## config.mk

```make
export PLATFORM = sky130hd
export DESIGN_NAME = regfile_wb_arbiter_flat
export DESIGN_NICKNAME = d
export VERILOG_FILES = /design/src/rtl/regfile_wb_if.sv /design/src/rtl/regfile_wb_arbiter.sv /design/src/flat_wrapper.sv
export SDC_FILE = /design/constraint.sdc
export NUM_CORES = 1
export LEC_CHECK = 0
export CORE_MARGIN = 4
export CORE_UTILIZATION = 30
export CTS_BUF_LIST = sky130_fd_sc_hd__clkbuf_8
export DETAILED_ROUTE_END_ITERATION = 10
export SKIP_CTS_REPAIR_TIMING = 1
export SYNTH_ARGS = -nofsm -noshare
export SYNTH_HDL_FRONTEND = slang
export SYNTH_SLANG_ARGS = --single-unit
```

## constraint.sdc

```tcl
create_clock -name clk -period 3.8 [get_ports clk]
set_input_delay 0.76 -clock clk [delete_from_list [all_inputs] [get_ports clk]]
set_output_delay 0.76 -clock clk [all_outputs]
set_load 0.05 [all_outputs]
```

## src/rtl/regfile_wb_if.sv

```systemverilog
// -----------------------------------------------------------------------------
// regfile_wb_if
// Bundles the writeback arbiter's request streams and register-file write port.
//   ALU stream : alu_valid, alu_rd[4:0], alu_data[DATA_W-1:0] (always accepted)
//   Slow stream: mem_valid, mem_rd[4:0], mem_data[DATA_W-1:0], mem_ready
//   Write port : reg_write, w_reg[4:0], w_data[DATA_W-1:0]
//   Status     : pend_mask[31:0], fifo_count[$clog2(DEPTH):0]
// master = producer side (pipeline/testbench), slave = the arbiter.
// -----------------------------------------------------------------------------
interface regfile_wb_if #(
  parameter int DATA_W = 64,
  parameter int DEPTH  = 4
);
  logic                     alu_valid;
  logic [4:0]               alu_rd;
  logic [DATA_W-1:0]        alu_data;
  logic                     mem_valid;
  logic                     mem_ready;
  logic [4:0]               mem_rd;
  logic [DATA_W-1:0]        mem_data;
  logic                     reg_write;
  logic [4:0]               w_reg;
  logic [DATA_W-1:0]        w_data;
  logic [31:0]              pend_mask;
  logic [$clog2(DEPTH):0]   fifo_count;

  modport master (
    output alu_valid, alu_rd, alu_data, mem_valid, mem_rd, mem_data,
    input  mem_ready, reg_write, w_reg, w_data, pend_mask, fifo_count
  );

  modport slave (
    input  alu_valid, alu_rd, alu_data, mem_valid, mem_rd, mem_data,
    output mem_ready, reg_write, w_reg, w_data, pend_mask, fifo_count
  );
endinterface

```

## src/rtl/regfile_wb_arbiter.sv

```systemverilog
// -----------------------------------------------------------------------------
// regfile_wb_arbiter
// Merges a single-cycle ALU writeback stream and a long-latency slow writeback
// stream into one registered register-file write per cycle. The slow stream is
// buffered in a DEPTH-entry FIFO; the ALU always wins arbitration. An ALU write
// kills any older buffered write to the same register so the ALU value stays
// the newest. Writes to x0 are dropped.
//
// Ports:
//   clk          clock, all state on posedge
//   reset        asynchronous, active-high
//   wb           regfile_wb_if.slave (request streams, write port, status)
//   byp_rs1/2    (bypass build only) lookup register indices
//   byp_hit1/2   (bypass build only) lookup hit
//   byp_data1/2  (bypass build only) forwarded data
//
// Optional feature: define REGFILE_WB_BYPASS_EN to add the bypass lookup ports.
// -----------------------------------------------------------------------------
module regfile_wb_arbiter #(
  parameter int DATA_W = 64,
  parameter int DEPTH  = 4
) (
  input  logic              clk,
  input  logic              reset,
  regfile_wb_if.slave       wb
`ifdef REGFILE_WB_BYPASS_EN
  ,
  input  logic [4:0]        byp_rs1,
  input  logic [4:0]        byp_rs2,
  output logic              byp_hit1,
  output logic              byp_hit2,
  output logic [DATA_W-1:0] byp_data1,
  output logic [DATA_W-1:0] byp_data2
`endif
);

  localparam int PTR_W = $clog2(DEPTH);
  localparam int CNT_W = PTR_W + 1;

  // FIFO storage; live bits are only ever set on occupied slots
  logic [DEPTH-1:0]  live_r;
  logic [4:0]        rd_r   [DEPTH];
  logic [DATA_W-1:0] data_r [DEPTH];
  logic [PTR_W-1:0]  head_r;
  logic [PTR_W-1:0]  tail_r;
  logic [CNT_W-1:0]  count_r;

  // Output stage
  logic              reg_write_r;
  logic [4:0]        w_reg_r;
  logic [DATA_W-1:0] w_data_r;

  logic              alu_req_s;
  logic              mem_ready_s;
  logic              push_s;
  logic              pop_s;
  logic              push_live_s;
  logic [31:0]       pend_s;

  // Request decode, handshake and arbitration decisions
  always_comb begin
    alu_req_s   = wb.alu_valid && (wb.alu_rd != 5'd0);
    // Ready depends on occupancy only: a full FIFO refuses even if it pops now
    mem_ready_s = !reset && (count_r < CNT_W'(DEPTH));
    push_s      = wb.mem_valid && mem_ready_s && (wb.mem_rd != 5'd0);
    // The head is only poppable when the ALU leaves the write port free
    pop_s       = !alu_req_s && (count_r != {CNT_W{1'b0}});
    // A same-cycle ALU write to the same register makes the pushed value stale
    push_live_s = !(alu_req_s && (wb.mem_rd == wb.alu_rd));
  end

  // Live-bit maintenance: reset clear, ALU kill, pop release, push install
  always_ff @(posedge clk or posedge reset) begin
    if (reset) begin
      live_r <= {DEPTH{1'b0}};
    end else begin
      for (int i = 0; i < DEPTH; i++) begin
        if (alu_req_s && (rd_r[i] == wb.alu_rd)) begin
          live_r[i] <= 1'b0;
        end
      end
      if (pop_s) begin
        live_r[head_r] <= 1'b0;
      end
      // The pushed slot is free, so this overrides any kill aimed at stale rd
      if (push_s) begin
        live_r[tail_r] <= push_live_s;
      end
    end
  end

  // FIFO payload write; contents of free slots are don't-care
  always_ff @(posedge clk) begin
    if (push_s) begin
      rd_r[tail_r]   <= wb.mem_rd;
      data_r[tail_r] <= wb.mem_data;
    end
  end

  // Pointers and occupancy; power-of-two DEPTH lets pointers wrap naturally
  always_ff @(posedge clk or posedge reset) begin
    if (reset) begin
      head_r  <= {PTR_W{1'b0}};
      tail_r  <= {PTR_W{1'b0}};
      count_r <= {CNT_W{1'b0}};
    end else begin
      if (push_s) begin
        tail_r <= tail_r + PTR_W'(1);
      end
      if (pop_s) begin
        head_r <= head_r + PTR_W'(1);
      end
      case ({push_s, pop_s})
        2'b10:   count_r <= count_r + CNT_W'(1);
        2'b01:   count_r <= count_r - CNT_W'(1);
        default: count_r <= count_r;
      endcase
    end
  end

  // Output stage: ALU first, then FIFO head (killed head gives a bubble)
  always_ff @(posedge clk or posedge reset) begin
    if (reset) begin
      reg_write_r <= 1'b0;
      w_reg_r     <= 5'd0;
      w_data_r    <= {DATA_W{1'b0}};
    end else if (alu_req_s) begin
      reg_write_r <= 1'b1;
      w_reg_r     <= wb.alu_rd;
      w_data_r    <= wb.alu_data;
    end else if (pop_s) begin
      reg_write_r <= live_r[head_r];
      w_reg_r     <= rd_r[head_r];
      w_data_r    <= data_r[head_r];
    end else begin
      reg_write_r <= 1'b0;
    end
  end

  // Pending-register mask over live entries
  always_comb begin
    pend_s = 32'd0;
    for (int i = 0; i < DEPTH; i++) begin
      pend_s = pend_s | ({31'd0, live_r[i]} << rd_r[i]);
    end
  end

  assign wb.mem_ready  = mem_ready_s;
  assign wb.reg_write  = reg_write_r;
  assign wb.w_reg      = w_reg_r;
  assign wb.w_data     = w_data_r;
  assign wb.pend_mask  = pend_s;
  assign wb.fifo_count = count_r;

`ifdef REGFILE_WB_BYPASS_EN
  logic              hit1_s;
  logic              hit2_s;
  logic [DATA_W-1:0] data1_s;
  logic [DATA_W-1:0] data2_s;

  // Bypass lookup: output stage beats the youngest live FIFO match
  always_comb begin
    hit1_s  = 1'b0;
    hit2_s  = 1'b0;
    data1_s = {DATA_W{1'b0}};
    data2_s = {DATA_W{1'b0}};
    // Walk oldest to youngest so the youngest match is the one left standing
    for (int k = 0; k < DEPTH; k++) begin
      if (live_r[head_r + PTR_W'(k)] && (rd_r[head_r + PTR_W'(k)] == byp_rs1)) begin
        hit1_s  = 1'b1;
        data1_s = data_r[head_r + PTR_W'(k)];
      end else begin
        hit1_s  = hit1_s;
      end
      if (live_r[head_r + PTR_W'(k)] && (rd_r[head_r + PTR_W'(k)] == byp_rs2)) begin
        hit2_s  = 1'b1;
        data2_s = data_r[head_r + PTR_W'(k)];
      end else begin
        hit2_s  = hit2_s;
      end
    end
    if (reg_write_r && (w_reg_r == byp_rs1)) begin
      hit1_s  = 1'b1;
      data1_s = w_data_r;
    end else begin
      hit1_s  = hit1_s;
    end
    if (reg_write_r && (w_reg_r == byp_rs2)) begin
      hit2_s  = 1'b1;
      data2_s = w_data_r;
    end else begin
      hit2_s  = hit2_s;
    end
    // x0 never forwards
    if (byp_rs1 == 5'd0) begin
      hit1_s  = 1'b0;
      data1_s = {DATA_W{1'b0}};
    end else begin
      hit1_s  = hit1_s;
    end
    if (byp_rs2 == 5'd0) begin
      hit2_s  = 1'b0;
      data2_s = {DATA_W{1'b0}};
    end else begin
      hit2_s  = hit2_s;
    end
  end

  assign byp_hit1  = hit1_s;
  assign byp_hit2  = hit2_s;
  assign byp_data1 = data1_s;
  assign byp_data2 = data2_s;
`endif

endmodule

```

## src/flat_wrapper.sv

```systemverilog
// flat-port wrapper written by rule: the top's interface ports become plain ports
module regfile_wb_arbiter_flat 
#(
  parameter int DATA_W = 64,
  parameter int DEPTH  = 4
)
  (clk, reset, wb_alu_valid, wb_alu_rd, wb_alu_data, wb_mem_valid, wb_mem_rd, wb_mem_data, wb_mem_ready, wb_reg_write, wb_w_reg, wb_w_data, wb_pend_mask, wb_fifo_count);
  regfile_wb_if #(.DATA_W(DATA_W), .DEPTH(DEPTH)) wb_i ();
  input  logic clk;
  input  logic reset;
  input wire logic [$bits(wb_i.alu_valid)-1:0] wb_alu_valid;
  input wire logic [$bits(wb_i.alu_rd)-1:0] wb_alu_rd;
  input wire logic [$bits(wb_i.alu_data)-1:0] wb_alu_data;
  input wire logic [$bits(wb_i.mem_valid)-1:0] wb_mem_valid;
  input wire logic [$bits(wb_i.mem_rd)-1:0] wb_mem_rd;
  input wire logic [$bits(wb_i.mem_data)-1:0] wb_mem_data;
  output wire logic [$bits(wb_i.mem_ready)-1:0] wb_mem_ready;
  output wire logic [$bits(wb_i.reg_write)-1:0] wb_reg_write;
  output wire logic [$bits(wb_i.w_reg)-1:0] wb_w_reg;
  output wire logic [$bits(wb_i.w_data)-1:0] wb_w_data;
  output wire logic [$bits(wb_i.pend_mask)-1:0] wb_pend_mask;
  output wire logic [$bits(wb_i.fifo_count)-1:0] wb_fifo_count;
  assign wb_i.alu_valid = wb_alu_valid;
  assign wb_i.alu_rd = wb_alu_rd;
  assign wb_i.alu_data = wb_alu_data;
  assign wb_i.mem_valid = wb_mem_valid;
  assign wb_i.mem_rd = wb_mem_rd;
  assign wb_i.mem_data = wb_mem_data;
  assign wb_mem_ready = wb_i.mem_ready;
  assign wb_reg_write = wb_i.reg_write;
  assign wb_w_reg = wb_i.w_reg;
  assign wb_w_data = wb_i.w_data;
  assign wb_pend_mask = wb_i.pend_mask;
  assign wb_fifo_count = wb_i.fifo_count;
  regfile_wb_arbiter #(.DATA_W(DATA_W), .DEPTH(DEPTH)) u_core (.clk(clk), .reset(reset), .wb(wb_i));
endmodule
```

==> results of run 1 <==
==> placed cells by master (no fill, tap or decap), drive strengths merged, types with 3 or more instances in the layout <==
master         count
a211o              4
a21oi             72
a221oi             4
a22oi             12
a32oi              6
and3               8
buf               41
bufinv             5
clkbuf            75
clkdlybuf4s50    229
clkinv            20
dfrtp             81
dlymetal6s2s      17
edfxtp           276
ha                 9
inv               29
mux2i             69
mux4              70
nand2             45
nand2b             9
nand3             24
nand4             13
nor2              87
nor2b             14
nor3              13
nor3b              6
nor4               5
o2111ai            4
o21ai              9
o32ai              4
or3                3
xnor2             18
xor2              12
==> area by class of cell <==
cell class / instances / area share [%]
multi-input cells: 545 / 23.1
inverters: 17 / 0.354
clock inverters: 39 / 1.59
well taps: 672 / 4.18
repair buffers: 287 / 14.3
clock buffers: 75 / 5.13
flip-flops and latches: 357 / 51.3
==> layer usage <==
| metal | global-route usage [%] | vias up |
|---|---|---|
| met3 | 4.34 | 69 |
| met4 | 3.99 | 4 |
| li1 | - | 4383 |
| met1 | 20.0 | 4860 |
| met2 | 24.0 | 379 |
| met5 | 0 | - |
==> through the flow <==
step                      area, sq um  utilization (%)  std cells
after floorplan                 15300                -        990
after global placement          18700             37.1       1875
after detailed placement        18700             37.1       1875
after CTS                       20000             39.8       1989
after global routing            20100             40.0       1992
final                           20100             40.0       1992
==> cell families (layout without fill, tap and decap cells) <==
kind of cell | count (synthesis) | in the layout | share of synthesized area (%)
mux | 141 | 141 | 14.9
fa+ha+maj | 10 | 10 | 0.865
xor+xnor | 30 | 30 | 1.71
simple gates | 235 | 235 | 7.30
buf+inv | 88 | 418 | 2.59
flops | 357 | 357 | 67.2
compound gates | 129 | 129 | 5.35
==> worst paths after layout <==
kind / start / to / slack, ns
max in group asynchronous: reset / u_core.wb.w_data[58] / 2.74
min in group asynchronous: reset / u_core.wb.reg_write / 0.63
max reg2reg: u_core.wb.fifo_count[0] / u_core.wb.w_data[0] / 1.45
max: u_core.rd_r[2][3] / wb_pend_mask[16] / 0.11
min reg2reg: u_core.wb.fifo_count[2] / u_core.wb.fifo_count[2] / 0.54
min: u_core.wb.fifo_count[2] / u_core.wb.fifo_count[2] / 0.54
==> power by group through the flow <==
| stage | logic [mW] | registers [mW] | clock network [mW] |
|---|---|---|---|
| global placement | 4.60 | 5.28 | 0 |
| floorplan | 2.30 | 6.01 | 0 |
| global route | 4.89 | 5.29 | 4.02 |
| finish | 4.56 | 5.21 | 3.70 |
| detailed placement | 4.62 | 5.29 | 0 |
| CTS | 4.64 | 5.22 | 3.83 |
==> qor.json, run 1 <==
{
  "status": {
    "run_status": "finished clean"
  },
  "drt": {
    "drt.antenna.violating_nets": 0,
    "drt-vias-per-instance": 4.87,
    "top_signal_layer_used": "met5",
    "pre_antenna_drt_iters": 5,
    "wire_per_inst_um": 20.7,
    "drc_errors": 0,
    "wl_met2_um": 19400,
    "route.final.wire_length_um": 41300,
    "routed-wl-met3_um": 3360,
    "dr_iter_0_viols": 583,
    "routed-via-count": 9695,
    "routedLengthMet1_um": 17600
  },
  "layout": {
    "num-nets-final": 1420,
    "final.fill_count": 4693,
    "multi_input_gate_area_sq_um": 4660,
    "insertedDiodeCount": 0,
    "regMostFlops": "u_core.data_r",
    "combined_flip_flop_and_latch_cell_area_sq_um": 10300,
    "largest_reg_flops": 256,
    "drive_above_1_share_pct": 17.3,
    "area.growth.synth_to_final_pct": 31.2
  },
  "sta": {
    "final.period_utilization_pct": 97.0,
    "finalClockSkew_ns": 0.0278,
    "max_slew.worst_pin.slew_ns": 0.880,
    "timing.slew.headroom_pct": 41.3,
    "fin_tns_setup_ns": 0,
    "setup_violations": 0,
    "max_clock_freq_mhz": 271,
    "grt_setup_unrepaired": "false",
    "holdWs_ns": 0.537,
    "worst_slack_ns": 0.113,
    "finalWorstPathRequiredPeriod_ns": 3.69,
    "timing_hold_violations_final": 0,
    "timing_max_transition_violations_final": 0
  },
  "power": {
    "sw_frac_of_total_pct": 34.3,
    "pwr-share-comb_pct": 33.9,
    "power_density_nw_per_um2": 669,
    "power.switching_mw": 4.61,
    "part_of_the_power_in_registers_pct": 38.7,
    "worst_ir_drop_vdd_mv": 0.357,
    "static-leakage-power_nw": 7.71,
    "internal-power_mw": 8.85,
    "post-layout-total-power_mw": 13.5,
    "power.share.clock_pct": 27.4
  },
  "synth": {
    "post_synth_num_cell_types": 54,
    "postSynthAreaPerCell_sq_um": 15.5,
    "synth_seq_area_share_pct": 67.2,
    "netlist.top_cell.by_area": "sky130_fd_sc_hd__edfxtp_1",
    "synth.ff_latch_count": 357,
    "synthesis.yosys.warnings": 0,
    "fraction_of_synthesis_flops_using_an_asynchronous_set_or_reset_pin_pct": 22.7,
    "synth_common_cells": "sky130_fd_sc_hd__edfxtp_1 (276), sky130_fd_sc_hd__nor2_1 (87), sky130_fd_sc_hd__dfrtp_1 (81)",
    "syn_inst": 990,
    "fraction_of_post_synthesis_cell_area_in_the_top_cell_type_by_area_pct": 54.0,
    "yosys_most_used_dff": "sky130_fd_sc_hd__edfxtp_1",
    "post_synth_instance_area_sq_um": 15300,
    "post_synth_net_total": 1142,
    "yosys-top-cells-area": "sky130_fd_sc_hd__edfxtp_1 (54%), sky130_fd_sc_hd__dfrtp_1 (13%), sky130_fd_sc_hd__mux4_2 (10%)",
    "synth_enable_flop_cells": 276,
    "synthMostInstantiatedCell": "sky130_fd_sc_hd__edfxtp_1"
  },
  "cts": {
    "clock_sink_count": 357,
    "clk_transition_reported_paths_ns": 0.06,
    "cts_htree_levels": 2,
    "tritoncts": "built",
    "cts_buffers": 60,
    "worstSkewPairLatency_ns": 0.63,
    "cts_root_buf": "sky130_fd_sc_hd__clkbuf_8",
    "cts-root-to-sink-buffers": 3
  },
  "worst_setup_path": {
    "worst-path-max-fanout": 6,
    "slowest_delay_ns": 0.85,
    "cp.buffers_inverters": 1,
    "reg2regPathDepth": 4,
    "setup.worst_path.end_class": "primary output",
    "worstSetupPathType": "reg2out",
    "critical_path_cell_count": 5,
    "required_ns": 3.04,
    "worst-endpoint-arrival_ns": 2.93,
    "crit_family": "buffers and inverters",
    "critical_path.cell_chain": "nand2b_1, nor3_1, a221oi_1, o21ai_0, clkdlybuf4s50_1",
    "start_kind": "flop",
    "critPathSlowestCell": "sky130_fd_sc_hd__clkdlybuf4s50_1"
  },
  "die": {
    "die_area_sq_um": 54800,
    "num_ports": 248,
    "fp.dieW_um": 234,
    "core.rowCount": 82,
    "initial_core_utilization_pct": 30.5,
    "core_region_area_sq_um": 50400,
    "fp.dieH_um": 234
  },
  "grt": {
    "antenna_found_initial": 2,
    "grt-ovfl-total": 0,
    "grt_pass1_wl_um": 62400,
    "grt_start_max_net_pins": 148,
    "globalRouteTotalUtil_pct": 14.9,
    "number_of_global_route_vias_before_repair": 10163
  },
  "run": {
    "drv_cap": 0
  },
  "worst_hold_path": {
    "hold_depth": 1,
    "hold_path.class": "reg2reg"
  },
  "placement": {
    "port_buffers": 247,
    "finalWeightedCongestion": 0.857,
    "dpl.hpwl_um": 26600,
    "placement.setup.worst_slack_ns": 0.383
  }
}
Note: power is estimated with default switching activity, not from simulation.
==> run 2, diff against run 1 <==
--- a/config.mk
+++ b/config.mk
@@ -9,6 +9,7 @@
 export CORE_UTILIZATION = 30
 export CTS_BUF_LIST = sky130_fd_sc_hd__clkbuf_8
 export DETAILED_ROUTE_END_ITERATION = 10
+export GPL_TIMING_DRIVEN = 0
 export SKIP_CTS_REPAIR_TIMING = 1
 export SYNTH_ARGS = -nofsm -noshare
 export SYNTH_HDL_FRONTEND = slang
==> run 2 against run 1 <==
Effect of this change:
- clock-buffer cell count is 5 lower
- combinational power is 4.6% higher
- highest routed layer unchanged
- first-iteration DRC count is 4.1% higher
- register-to-register slack worse by 0.14 ns
- clock skew hardly changed
- critical path depth is 1 higher
- largest cell class unchanged
- global-route usage is 0.98 points higher
- flip-flop and latch count stayed put
- total power is 0.64% higher
==> qor.json, run 2 (same netlist as run 1, synthesis figures left out) <==
{
  "status": {
    "run_status": "finished clean"
  },
  "run": {
    "drv_cap": 0
  },
  "worst_setup_path": {
    "worst_setup_path_endpoint": "wb_pend_mask[15]",
    "worst-path-max-fanout": 10,
    "worst_r2r_startpoint": "u_core.head_r[0]",
    "reg2regPathDepth": 5,
    "start_kind": "flop",
    "setup.worst_path.end_class": "primary output",
    "critPathSlowestCell": "sky130_fd_sc_hd__clkdlybuf4s50_1",
    "worst-endpoint-arrival_ns": 2.99,
    "worstSetupPathType": "reg2out",
    "timing.critical_path.mode_cell": "sky130_fd_sc_hd__clkbuf_1",
    "setup.reg_to_reg.worst_slack_ns": 1.31,
    "slowest_delay_ns": 0.71,
    "required_ns": 3.04,
    "worst_setup_path_startpoint": "u_core.rd_r[1][4]",
    "reg2reg_to": "u_core.wb.w_data[51]",
    "critical_path.cell_chain": "clkbuf_1, clkbuf_1, nor3_1, a211oi_1, o21ai_1, clkdlybuf4s50_1"
  },
  "die": {
    "die_area_sq_um": 54800,
    "initial_core_utilization_pct": 30.5,
    "core.rowCount": 82,
    "core_region_area_sq_um": 50400,
    "fp.dieH_um": 234,
    "fp.dieW_um": 234,
    "num_ports": 248
  },
  "grt": {
    "antenna_found_initial": 3,
    "number_of_global_route_vias_before_repair": 10424,
    "grt_start_max_net_pins": 53,
    "grt_pass1_wl_um": 65100,
    "grt-ovfl-total": 0,
    "globalRouteTotalUtil_pct": 15.9
  },
  "power": {
    "power_density_nw_per_um2": 671,
    "internal-power_mw": 8.84,
    "power.switching_mw": 4.71,
    "static-leakage-power_nw": 7.80,
    "power.share.clock_pct": 27.6,
    "part_of_the_power_in_registers_pct": 37.2,
    "pwr-share-comb_pct": 35.2,
    "sw_frac_of_total_pct": 34.8,
    "worst_ir_drop_vdd_mv": 0.341
  },
  "layout": {
    "area.growth.synth_to_final_pct": 31.6,
    "drive_above_1_share_pct": 16.4,
    "stdcell_count": 2024,
    "num-nets-final": 1450,
    "layout.cells.most_common": "sky130_fd_sc_hd__edfxtp_1",
    "final.fill_count": 4718,
    "largest_reg_flops": 256,
    "final_cell_mix": "sky130_fd_sc_hd__edfxtp_1 (276), sky130_fd_sc_hd__clkdlybuf4s50_1 (219), sky130_fd_sc_hd__nor2_1 (84)",
    "layout.cell_area.non_filler_sq_um": 20200,
    "regMostFlops": "u_core.data_r",
    "postLayoutCoreUtil_pct": 40.1
  },
  "worst_hold_path": {
    "hold_path.class": "reg2reg"
  },
  "sta": {
    "timing_hold_violations_final": 0,
    "max_clock_freq_mhz": 266,
    "finalWorstPathRequiredPeriod_ns": 3.75,
    "final.period_utilization_pct": 98.8,
    "holdWs_ns": 0.518,
    "finalClockSkew_ns": 0.0280,
    "timing.slew.headroom_pct": 43.8,
    "timing_max_transition_violations_final": 0,
    "max_slew.worst_pin.slew_ns": 0.844,
    "setup_violations": 0,
    "grt_setup_unrepaired": "true",
    "worst_slack_ns": 0.0462
  },
  "drt": {
    "routed-via-count": 9853,
    "pre_antenna_drt_iters": 5,
    "dr_iter_0_viols": 607,
    "drt-vias-per-instance": 4.87,
    "drc_errors": 0,
    "drt.antenna.violating_nets": 0,
    "route.final.wire_length_um": 43700,
    "wire_per_inst_um": 21.6
  },
  "placement": {
    "detailed_place.area_sq_um": 18800,
    "finalWeightedCongestion": 0.886,
    "dp_cells": 1909,
    "placement.setup.worst_slack_ns": 0.218,
    "port_buffers": 242,
    "dpl.hpwl_um": 29600
  },
  "cts": {
    "clk_transition_reported_paths_ns": 0.06,
    "cts-root-to-sink-buffers": 3,
    "clock_sink_count": 357,
    "cts_htree_levels": 3,
    "cts_buffers": 66,
    "cts_root_buf": "sky130_fd_sc_hd__clkbuf_8",
    "tritoncts": "built",
    "worstSkewPairLatency_ns": 0.61
  }
}
-- run 2: cell count changes in the layout (fill, tap and decap cells not counted), sizes merged, moves of 3 or more --
cell           delta
clkbuf           +27
clkdlybuf4s50    -10
inv               +8
dlymetal6s2s      +6
buf               -4
clkinvlp          +3
-- run 2: cell type report --
type	count	area, sq um	area share, %
Antenna cell	1	2.50	0.0124
Buffer	64	313	1.55
Clock buffer	70	963	4.77
Clock inverter	51	389	1.93
Inverter	17	76.3	0.378
Multi-Input combinational cell	545	4680	23.2
Sequential cell	357	10300	51.1
Tap cell	672	841	4.16
Timing Repair Buffer	247	2620	13.0
-- run 2: critical path: cells and delay by family (launching register included) --
kind,cells,cell delay [ns]
buffers and inverters,3,1.62
AOI/OAI and AO/OA,2,0.34
DFF,1,0.31
and+or+nand+nor,1,0.13
-- run 2: worst min-delay path by stage --
stage	endpoint	slack, ns	startpoint	depth (start not counted)
CTS	u_core.wb.w_reg[4]	0.45	wb_alu_rd[4]	3
global placement	u_core.wb.fifo_count[2]	0.50	u_core.wb.fifo_count[2]	1
global route	u_core.wb.w_reg[4]	0.48	wb_alu_rd[4]	3
finish	u_core.wb.fifo_count[0]	0.52	u_core.wb.fifo_count[0]	1
detailed placement	u_core.wb.fifo_count[0]	0.51	u_core.wb.fifo_count[0]	1
floorplan	u_core.live_r[3]	0.55	u_core.live_r[3]	2
-- run 2: power groups by stage --
stage / clock network, mW / registers, mW / logic (mW)
detailed placement: 0 / 5.10 / 4.89
global route: 4.08 / 5.10 / 5.12
finish: 3.74 / 5.04 / 4.77
global placement: 0 / 5.11 / 4.81
floorplan: 0 / 6.01 / 2.30
CTS: 3.88 / 5.03 / 4.90
-- run 2: per-layer routing --
layer  vias up  wire length [um]  track usage, %
li1       4449                 -               -
met1      4972             19100            21.5
met2       369             20300            24.9
met3        59              3370            4.43
met4         4               868            5.20
met5         -                34               0
-- run 2: stage by stage --
step	setup TNS (ns)	power (mW)
final	0	13.5
after global routing	-0.123	14.3
after CTS	-3.38	13.8
after detailed placement	0	9.99
after global placement	-447.27	9.92
after floorplan	0	8.31
==> run 3, diff against run 2 <==
--- a/config.mk
+++ b/config.mk
@@ -5,11 +5,14 @@
 export SDC_FILE = /design/constraint.sdc
 export NUM_CORES = 1
 export LEC_CHECK = 0
+export CELL_PAD_IN_SITES_DETAIL_PLACEMENT = 0
+export CELL_PAD_IN_SITES_GLOBAL_PLACEMENT = 1
 export CORE_MARGIN = 4
 export CORE_UTILIZATION = 30
 export CTS_BUF_LIST = sky130_fd_sc_hd__clkbuf_8
 export DETAILED_ROUTE_END_ITERATION = 10
 export GPL_TIMING_DRIVEN = 0
+export PLACE_DENSITY_LB_ADDON = 0.1
 export SKIP_CTS_REPAIR_TIMING = 1
 export SYNTH_ARGS = -nofsm -noshare
 export SYNTH_HDL_FRONTEND = slang
==> constraint.sdc (replaced) <==
create_clock -name clk -period 3.8 [get_ports clk]
set_input_delay 0.95 -clock clk [delete_from_list [all_inputs] [get_ports clk]]
set_output_delay 0.95 -clock clk [all_outputs]
set_load 0.05 [all_outputs]
==> run 3 against run 2 <==
Effect of this change:
- the flow now finishes with violations (negative setup slack)
- clock skew is 0.015 ns lower
- clock power fell by 13%
- via count decreased by 0.53%
- critical path depth fell by 1
- sequential power hardly changed
- clock-buffer cell count down 2
- register-to-register slack got worse by 0.07 ns
- total power is 3.2% lower
- critical path type unchanged
==> qor.json, run 3 (same netlist as run 1, synthesis figures left out) <==
{
  "status": {
    "run_status": "finished, violations left",
    "violations_in_the_final_reports": "negative setup slack"
  },
  "die": {
    "fp.dieW_um": 234,
    "core_region_area_sq_um": 50400,
    "core.rowCount": 82,
    "fp.dieH_um": 234,
    "num_ports": 248,
    "initial_core_utilization_pct": 30.5,
    "die_area_sq_um": 54800
  },
  "worst_setup_path": {
    "required_ns": 2.85,
    "reg2regPathDepth": 5,
    "worst-path-max-fanout": 7,
    "worst-endpoint-arrival_ns": 2.91,
    "slowest_delay_ns": 0.81,
    "crit_family": "simple AND/OR/NAND/NOR gates",
    "start_kind": "flop",
    "worst_r2r_startpoint": "u_core.head_r[0]",
    "critical_path.cell_chain": "nor2b_1, nor2b_1, nand3_1, nand3_1, clkdlybuf4s50_1",
    "critPathSlowestCell": "sky130_fd_sc_hd__clkdlybuf4s50_1",
    "setup.worst_path.end_class": "primary output",
    "worstSetupPathType": "reg2out",
    "setup.reg_to_reg.worst_slack_ns": 1.24,
    "reg2reg_to": "u_core.wb.w_data[62]",
    "cp.buffers_inverters": 1
  },
  "sta": {
    "holdWs_ns": 0.509,
    "setup_violations": 1,
    "finalWorstPathRequiredPeriod_ns": 3.86,
    "timing_hold_violations_final": 0,
    "worst_slack_ns": -0.0592,
    "final.period_utilization_pct": 102,
    "finalClockSkew_ns": 0.0126,
    "max_clock_freq_mhz": 259,
    "fin_tns_setup_ns": -0.0592,
    "max_slew.worst_pin.slew_ns": 0.892,
    "grt_setup_unrepaired": "true",
    "timing_max_transition_violations_final": 0,
    "timing.slew.headroom_pct": 40.5
  },
  "drt": {
    "drt-vias-per-instance": 4.84,
    "drc_errors": 0,
    "routed-via-count": 9801,
    "route.final.wire_length_um": 46600,
    "pre_antenna_drt_iters": 5,
    "dr_iter_0_viols": 534,
    "wire_per_inst_um": 23.0,
    "drt.antenna.violating_nets": 0
  },
  "layout": {
    "largest_reg_flops": 256,
    "num-nets-final": 1451,
    "layout.cells.most_common": "sky130_fd_sc_hd__edfxtp_1",
    "regMostFlops": "u_core.data_r",
    "final.fill_count": 4776,
    "drive_above_1_share_pct": 16.9,
    "final_cell_mix": "sky130_fd_sc_hd__edfxtp_1 (276), sky130_fd_sc_hd__clkdlybuf4s50_1 (211), sky130_fd_sc_hd__nor2_1 (83)",
    "area.growth.synth_to_final_pct": 30.8
  },
  "worst_hold_path": {
    "hold_path.class": "reg2reg",
    "min_from": "u_core.wb.fifo_count[0]",
    "whs_endpoint": "u_core.wb.fifo_count[0]",
    "hold_depth": 1
  },
  "cts": {
    "cts_root_buf": "sky130_fd_sc_hd__clkbuf_8",
    "worstSkewPairLatency_ns": 0.64,
    "tritoncts": "built",
    "cts_buffers": 60,
    "clk_transition_reported_paths_ns": 0.06,
    "cts_htree_levels": 2,
    "clock_sink_count": 357,
    "cts-root-to-sink-buffers": 3
  },
  "run": {
    "drv_cap": 0
  },
  "placement": {
    "dpl.hpwl_um": 31900,
    "placement.setup.worst_slack_ns": -0.508,
    "port_buffers": 242,
    "finalWeightedCongestion": 0.859
  },
  "grt": {
    "grt_start_max_net_pins": 43,
    "antenna_found_initial": 6,
    "grt-ovfl-total": 0,
    "number_of_global_route_vias_before_repair": 10633,
    "grt_pass1_wl_um": 68800,
    "globalRouteTotalUtil_pct": 16.8
  },
  "power": {
    "static-leakage-power_nw": 7.84,
    "worst_ir_drop_vdd_mv": 0.290,
    "power_density_nw_per_um2": 654
  }
}
-- run 3: cell count changes in the layout (fill, tap and decap cells not counted), sizes merged --
cell,previous run,this run
clkbuf,102,105
clkdlybuf4s50,219,211
dlymetal6s2s,23,27
buf,37,43
clkinvlp,5,4
bufinv,6,1
clkinv,20,21
-- run 3: layer usage --
layer  share of wire [%]  wire length [um]  vias to the layer above  track usage (%)
li1                    -                 -                     4458                -
met5                0.17                80                        -                0
met3                 5.5              2540                       68             3.84
met2                  50             23100                      268             28.2
met4                 2.0               922                       10             5.05
met1                  43             19900                     4997             21.9
-- run 3: power by group --
group          switching (mW)  internal [mW]
logic                    2.86           1.97
registers               0.290           4.75
clock network            1.55           1.70
total                    4.70           8.42
-- run 3: worst max-delay path by stage --
stage                                 endpoint  slack (ns)  cells past startpoint              start
final                          wb_pend_mask[9]       -0.06                      5  u_core.rd_r[0][2]
after global routing           wb_pend_mask[9]       -0.23                      5  u_core.rd_r[0][2]
after CTS                     wb_pend_mask[23]       -0.55                      6   u_core.live_r[0]
after detailed placement  u_core.data_r[3][39]       -0.51                      5       wb_mem_rd[1]
after global placement    u_core.data_r[3][48]       -1.69                      4       wb_mem_rd[1]
after floorplan            u_core.data_r[2][0]        0.39                      3       wb_mem_rd[1]
-- run 3: per-stage QoR --
| step | power (mW) | cell area (sq um) | cells | utilization, % |
|---|---|---|---|---|
| floorplan | 8.31 | 15400 | 990 | - |
| global placement | 10.0 | 18600 | 1904 | 37.0 |
| detailed placement | 10.1 | 18800 | 1913 | 37.3 |
| CTS | 13.4 | 20000 | 2027 | 39.6 |
| global route | 13.8 | 20100 | 2023 | 39.8 |
| finish | 13.1 | 20100 | 2024 | 39.8 |
-- run 3: layout make-up --
type	instances	area, sq um	area share (%)
buffer	64	323	1.61
antenna	1	2.50	0.0125
timing repair buffer	254	2680	13.4
clock buffer	68	936	4.66
sequential	357	10300	51.4
inverter	17	81.3	0.405
multi-input combinational	545	4680	23.3
clock inverter	46	210	1.05
tap	672	841	4.19
